$ cat config.mk
export PLATFORM = sky130hd
export DESIGN_NAME = mul_unit
export DESIGN_NICKNAME = d
export VERILOG_FILES = /design/src/rtl/rv64_pkg.sv /design/src/rtl/mul_step.sv /design/src/rtl/mul_unit.sv
export SDC_FILE = /design/constraint.sdc
export NUM_CORES = 1
export LEC_CHECK = 0
export ABC_CLOCK_PERIOD_IN_PS = 11650
export CAP_MARGIN = 20
export CORE_ASPECT_RATIO = 2
export CORE_MARGIN = 1.5
export CORE_UTILIZATION = 45
export DETAILED_ROUTE_END_ITERATION = 12
export HOLD_SLACK_MARGIN = 0.08
export SLEW_MARGIN = 20
export SYNTH_ARGS = -nofsm -noshare
export SYNTH_HDL_FRONTEND = slang
export SYNTH_SLANG_ARGS = --single-unit
export TNS_END_PERCENT = 10
$ cat constraint.sdc
create_clock -name clk -period 11.65 [get_ports clk]
set_input_delay 2.33 -clock clk [delete_from_list [all_inputs] [get_ports clk]]
set_output_delay 2.33 -clock clk [all_outputs]
set_load 0.05 [all_outputs]
$ cat src/rtl/rv64_pkg.sv
// rv64_pkg: RV64M multiply opcode/func3 encodings, unit state type and the default register tag width.
package rv64_pkg;
   localparam logic [6:0] OP        = 7'b0110011;
   localparam logic [6:0] OP_32     = 7'b0111011;
   localparam logic [2:0] F3_MUL    = 3'b000;
   localparam logic [2:0] F3_MULH   = 3'b001;
   localparam logic [2:0] F3_MULHSU = 3'b010;
   localparam logic [2:0] F3_MULHU  = 3'b011;
   localparam int PRF_WIDTH = 6;
   typedef enum logic [1:0] {IDLE, CALC, FIX, DONE} mul_state_t;
endpackage

$ cat src/rtl/mul_step.sv
// mul_step: one shift-add iteration that retires STEP multiplier bits from the low half of the accumulator.
module mul_step #(
   parameter int DATA_WIDTH = 64,
   parameter int STEP       = 2
) (
   input  logic [2*DATA_WIDTH-1:0] acc,
   input  logic [DATA_WIDTH-1:0]   mcand,
   output logic [2*DATA_WIDTH-1:0] acc_next
);
   logic [DATA_WIDTH+STEP-1:0] sum;
   // Product bits enter at the top of the low half and slide down as multiplier bits are consumed.
   assign sum = (DATA_WIDTH+STEP)'(acc[2*DATA_WIDTH-1:DATA_WIDTH])
              + (DATA_WIDTH+STEP)'(mcand) * (DATA_WIDTH+STEP)'(acc[STEP-1:0]);
   assign acc_next = {sum, acc[DATA_WIDTH-1:STEP]};
endmodule

$ cat src/rtl/mul_unit.sv
// mul_unit: iterative RV64M multiplier on the MUL issue port.
// MUL_EARLY_WAKEUP_EN moves the muti_finish pulse from DONE to FIX.
module mul_unit #(
   parameter int DATA_WIDTH = 64,
   parameter int PRF_WIDTH  = rv64_pkg::PRF_WIDTH,
   parameter int MUL_STEP   = 2
) (
   input  logic                  clk,
   input  logic                  rst,
   input  logic                  in_valid,
   output logic                  in_ready,
   input  logic [6:0]            in_op,
   input  logic [2:0]            in_func3,
   input  logic [PRF_WIDTH-1:0]  in_prd,
   input  logic                  in_prd_v,
   input  logic [DATA_WIDTH-1:0] in_src1,
   input  logic [DATA_WIDTH-1:0] in_src2,
   output logic                  busy,
   output logic                  muti_finish,
   output logic                  wb_valid,
   output logic [PRF_WIDTH-1:0]  wb_prd,
   output logic                  wb_prd_v,
   output logic [DATA_WIDTH-1:0] wb_data
);
   import rv64_pkg::*;
   localparam int N_FULL = DATA_WIDTH / MUL_STEP;
   localparam int N_WORD = 32 / MUL_STEP;
   localparam int CW     = $clog2(N_FULL + 1);
   mul_state_t state, state_next;
   logic [2*DATA_WIDTH-1:0] acc, acc_step, prod, fixed;
   logic [DATA_WIDTH-1:0] mcand, a_ext, b_ext, a_mag, b_mag, res;
   logic [CW-1:0] cnt;
   logic [PRF_WIDTH-1:0] prd_q;
   logic prd_v_q, word_q, hi_q, zero_q, neg_q;
   logic word, sign_a, sign_b;
   assign word   = in_op == OP_32;
   assign a_ext  = word ? DATA_WIDTH'($signed(in_src1[31:0])) : in_src1;
   assign b_ext  = word ? DATA_WIDTH'($signed(in_src2[31:0])) : in_src2;
   // rs1 is signed for everything but MULHU; rs2 only for MUL/MULH (and all word ops).
   assign sign_a = a_ext[DATA_WIDTH-1] & (word | (in_func3[1:0] != F3_MULHU[1:0]));
   assign sign_b = b_ext[DATA_WIDTH-1] & (word | (in_func3[1:0] == F3_MUL[1:0]) | (in_func3[1:0] == F3_MULH[1:0]));
   assign a_mag  = sign_a ? -a_ext : a_ext;
   assign b_mag  = sign_b ? -b_ext : b_ext;
   mul_step #(.DATA_WIDTH(DATA_WIDTH), .STEP(MUL_STEP)) u_step (
      .acc      (acc),
      .mcand    (mcand),
      .acc_next (acc_step)
   );
   // Word ops stop after 32 shifts, leaving the product 32 bits up the accumulator.
   assign prod  = word_q ? acc >> 32 : acc;
   assign fixed = neg_q ? -prod : prod;
   assign res   = zero_q ? '0 : word_q ? DATA_WIDTH'($signed(fixed[31:0])) :
                  hi_q ? fixed[2*DATA_WIDTH-1:DATA_WIDTH] : fixed[DATA_WIDTH-1:0];
   always_comb begin
      state_next  = state;
      in_ready    = state == IDLE;
      busy        = state != IDLE;
`ifdef MUL_EARLY_WAKEUP_EN
      muti_finish = state == FIX;
`else
      muti_finish = state == DONE;
`endif
      case (state)
         IDLE:    state_next = in_valid ? CALC : IDLE;
         CALC:    state_next = cnt == CW'(1) ? FIX : CALC;
         FIX:     state_next = DONE;
         default: state_next = IDLE;
      endcase
   end
   always_ff @(posedge clk or posedge rst) begin
      if (rst) begin
         state    <= IDLE;
         acc      <= '0;
         mcand    <= '0;
         cnt      <= '0;
         prd_q    <= '0;
         prd_v_q  <= 1'b0;
         word_q   <= 1'b0;
         hi_q     <= 1'b0;
         zero_q   <= 1'b0;
         neg_q    <= 1'b0;
         wb_valid <= 1'b0;
         wb_prd   <= '0;
         wb_prd_v <= 1'b0;
         wb_data  <= '0;
      end else begin
         state    <= state_next;
         wb_valid <= state == FIX;
         if (state == IDLE && in_valid) begin
            acc     <= {{DATA_WIDTH{1'b0}}, b_mag};
            mcand   <= a_mag;
            cnt     <= word ? CW'(N_WORD) : CW'(N_FULL);
            prd_q   <= in_prd;
            prd_v_q <= in_prd_v;
            word_q  <= word;
            hi_q    <= !word & (in_func3[1:0] != F3_MUL[1:0]);
            zero_q  <= !word & in_func3[2];
            neg_q   <= sign_a ^ sign_b;
         end
         if (state == CALC) begin
            acc <= acc_step;
            cnt <= cnt - CW'(1);
         end
         if (state == FIX) begin
            wb_data  <= res;
            wb_prd   <= prd_q;
            wb_prd_v <= prd_v_q;
         end
      end
   end
endmodule

==> flow_metrics.py <==
metrics = {
    "status": {
        "status": "complete, no violations",
    },
    "cells_and_area": {
        "finalInstanceArea_mm2": 0.0297,
        "drive_gt1_share_pct": 5.25,
        "syn2layout_area_growth_pct": 14.4,
        "nets": 3724,
        "fillers": 5650,
    },
    "timing": {
        "final-max-slew-violation-count": 0,
        "setup_viol": 0,
        "tns_ps": 0,
        "tightest_slew_ps": 1090,
        "min_period_over_period_pct": 53.0,
        "rsz0062_at_grt": "no",
        "max_freq_mhz": 162,
        "skew_ps": 39.9,
        "max_slew_margin_pct": 26.8,
        "layout_min_cycle_time_ps": 6170,
        "hold_viol": 0,
        "worst_slack_ps": 5480,
    },
    "global_routing": {
        "grt_overflow": 0,
        "grt_max_degree": 135,
        "first_global_vias": 27600,
        "grt_usage_pct": 43.8,
        "grt_pass1_wl_um": 188000,
        "grt_antenna_before_repair": 4,
    },
    "clock_network": {
        "cts_buffer_depth": 3,
        "ctsHoldBuffers": 0,
        "post_cts_resized": 0,
        "clk_pin_slew_ps": 80,
        "cts_tree": "built",
        "clock-root-buffer": "clkbuf_16",
        "cts_inserted_buffers": 29,
        "postCtsSetupRepairBufs": 0,
        "cts_sinks": 283,
        "htree_levels": 1,
        "insertion_delay_ps": 670,
    },
    "synth": {
        "async_reset_ff_share_pct": 100,
        "syn-cell-area_mm2": 0.0259,
        "synth-main-ff-cell": "dfrtp_1",
        "ys_warn_count": 0,
        "ys_top_cells_by_area": "dfrtp_1 27%, nand2_1 7.0%, o21ai_0 6.2%, xnor2_1 5.8%, fa_1 4.9%",
        "synth_fp_nets": 3642,
        "ys_seq_elements": 283,
        "yosysUniqueCellTypes": 94,
        "synthCells": 3360,
        "yosys.cell_count.top_type": "nand2_1",
        "syn_avg_cell_area_um2": 7.71,
        "synth_edf_count": 0,
        "ys_seq_area_share_pct": 27.3,
        "synth.top_cell.area_share_pct": 27.3,
        "synth_top_area_cell": "dfrtp_1",
        "synth_common_cells": "486 x nand2_1, 319 x o21ai_0, 283 x dfrtp_1",
    },
    "pwr": {
        "leakagePower_nw": 12.0,
        "p_sw_share_pct": 57.9,
        "peakVddDrop_mv": 0.222,
        "clkPwrFrac_pct": 10.1,
        "pwr-share-comb_pct": 67.2,
        "total_power_w": 0.0104,
        "powerDensity_mw_per_mm2": 351,
        "seqPwrFrac_pct": 22.7,
        "p_int_w": 0.00437,
        "p_sw_w": 0.00602,
    },
    "die": {
        "die_w_um": 173,
        "initial_utilization_pct": 45.4,
        "die_area_mm2": 0.0591,
        "num_io_pins": 223,
        "fp.dieH_um": 342,
        "rows": 124,
        "core_mm2": 0.0571,
    },
    "routing": {
        "vias": 27300,
        "ant_nets": 0,
        "initialDrtViolationCount": 2488,
        "first_pass_iters": 8,
        "drc_errors": 0,
        "routed_wl_um": 130000,
        "via_per_inst": 6.47,
        "wire_per_inst_um": 30.7,
    },
    "placement": {
        "port_buffers": 222,
        "pre_cts_ws_ps": 5020,
        "dp_hpwl_um": 102000,
        "placed_area_mm2": 0.0286,
        "gp_congestion": 1.11,
    },
    "setup_path": {
        "crit_path_top_delay_cell": "mux2i_1",
        "start_kind": "register",
        "crit_path_max_fanout": 134,
        "criticalPathCategory": "reg -> reg",
        "crit_chain": "buf_12 -> mux2i_1 -> o21ai_0 -> nor3_2 -> buf_4 -> o211ai_1 -> nor2_1 -> nand4_1 -> o41ai_1 -> xnor2_1 -> a221oi_1 -> a21o_1",
        "cp.required_ps": 12240,
        "cp_slowest_stage_delay_ps": 910,
        "crit_path_end_kind": "register",
        "arrival_ps": 6760,
    },
    "run": {
        "cap_violations": 0,
    },
    "min_path": {
        "hold_class": "reg -> reg",
    },
}
critical path: cells and delay by family, from the launching register on:
kind,cells,cell delay [ps]
xor+xnor,1,220
flops,1,780
buf+inv,2,690
simple gates,3,1600
mux,1,910
compound gates,5,1720
routing by layer:
layer  track usage, %  share of wire [%]  vias to the layer above
met3             9.30                7.1                      592
li1                 -                  -                    12000
met4             46.9                 13                        2
met5                0             0.0092                        -
met1             41.1                 31                    13200
met2             76.1                 49                     1542
power groups by stage:
stage	Sequential [W]	Combinational [W]	Clock (W)
after floorplan	0.00205	0.00443	0
after global placement	0.00230	0.00664	0
after detailed placement	0.00232	0.00674	0
after CTS	0.00230	0.00677	0.00105
after global routing	0.00237	0.00747	0.00109
final	0.00236	0.00698	0.00105
final timing paths:
kind                             startpoint     endpoint  slack (ps)  cells past startpoint
worst max-delay path                 word_q  wb_data[60]        5480                     12
worst min-delay path            wb_data[54]  wb_data[54]         470                      1
worst max register to register       word_q  wb_data[60]        5480                     12
worst min register to register  wb_data[54]  wb_data[54]         470                      1
max in group asynchronous               rst        neg_q        7760                      3
min in group asynchronous               rst  wb_data[51]        2220                      2
through the flow:
step           hold slack, ps  std cells  utilization (%)
6_report                  475       4224             51.9
5_1_grt                   495       4222             51.9
4_1_cts                   476       4219             51.8
3_5_place_dp              459       4165             50.1
3_3_place_gp              451       4164             50.0
2_1_floorplan             439       3360                -
placed cells by master, fill, tap and decap left out, types with 49 or more instances in the layout:
cell type        synthesis  layout
nand2_1                486     485
o21ai_0                319     318
dfrtp_1                283     279
a21oi_1                227     226
clkdlybuf4s50_1          0     222
inv_1                  221     220
nor2_1                 193     192
xnor2_1                171     171
xor2_1                 129     129
nor3_1                 117     116
ha_1                    70      70
nand3_1                 66      66
a21o_1                  65      65
fa_1                    64      64
o31ai_1                 56      56
buf_4                    7      56
a22oi_1                 49      49
area by class of cell:
type | instances | area [um2] | share of cell area, %
repair buffers | 281 | 2690 | 9.06
diodes | 3 | 7.51 | 0.0253
flip-flops and latches | 283 | 7090 | 23.9
clock inverters | 20 | 259 | 0.873
well taps | 756 | 946 | 3.19
inverters | 221 | 837 | 2.82
multi-input cells | 2626 | 17100 | 57.5
clock buffers | 34 | 764 | 2.58
sequential cells by signal, indices dropped and copies added, names as in the netlist:
| name | count |
|---|---|
| state | 2 |
| hi_q | 1 |
| wb_data | 64 |
| wb_valid | 1 |
| neg_q | 1 |
| cnt | 6 |
| wb_prd_v | 1 |
| wb_prd | 6 |
| acc | 128 |
| zero_q | 1 |
| prd_q | 6 |
| prd_v_q | 1 |
| word_q | 1 |
| mcand | 64 |
cell families (layout without fill, tap and decap cells):
family,count (synthesis),after routing,synth area share [%]
AO/OA/AOI/OAI,980,980,23.7
adder cells (fa/ha/maj),134,134,8.32
flip-flops,283,283,27.3
XOR/XNOR,300,300,10.1
buffers and inverters,451,556,7.11
AND/OR/NAND/NOR,1162,1162,21.4
multiplexers,50,50,1.96
other,0,3,0
Power figures use the tool's default switching activity.
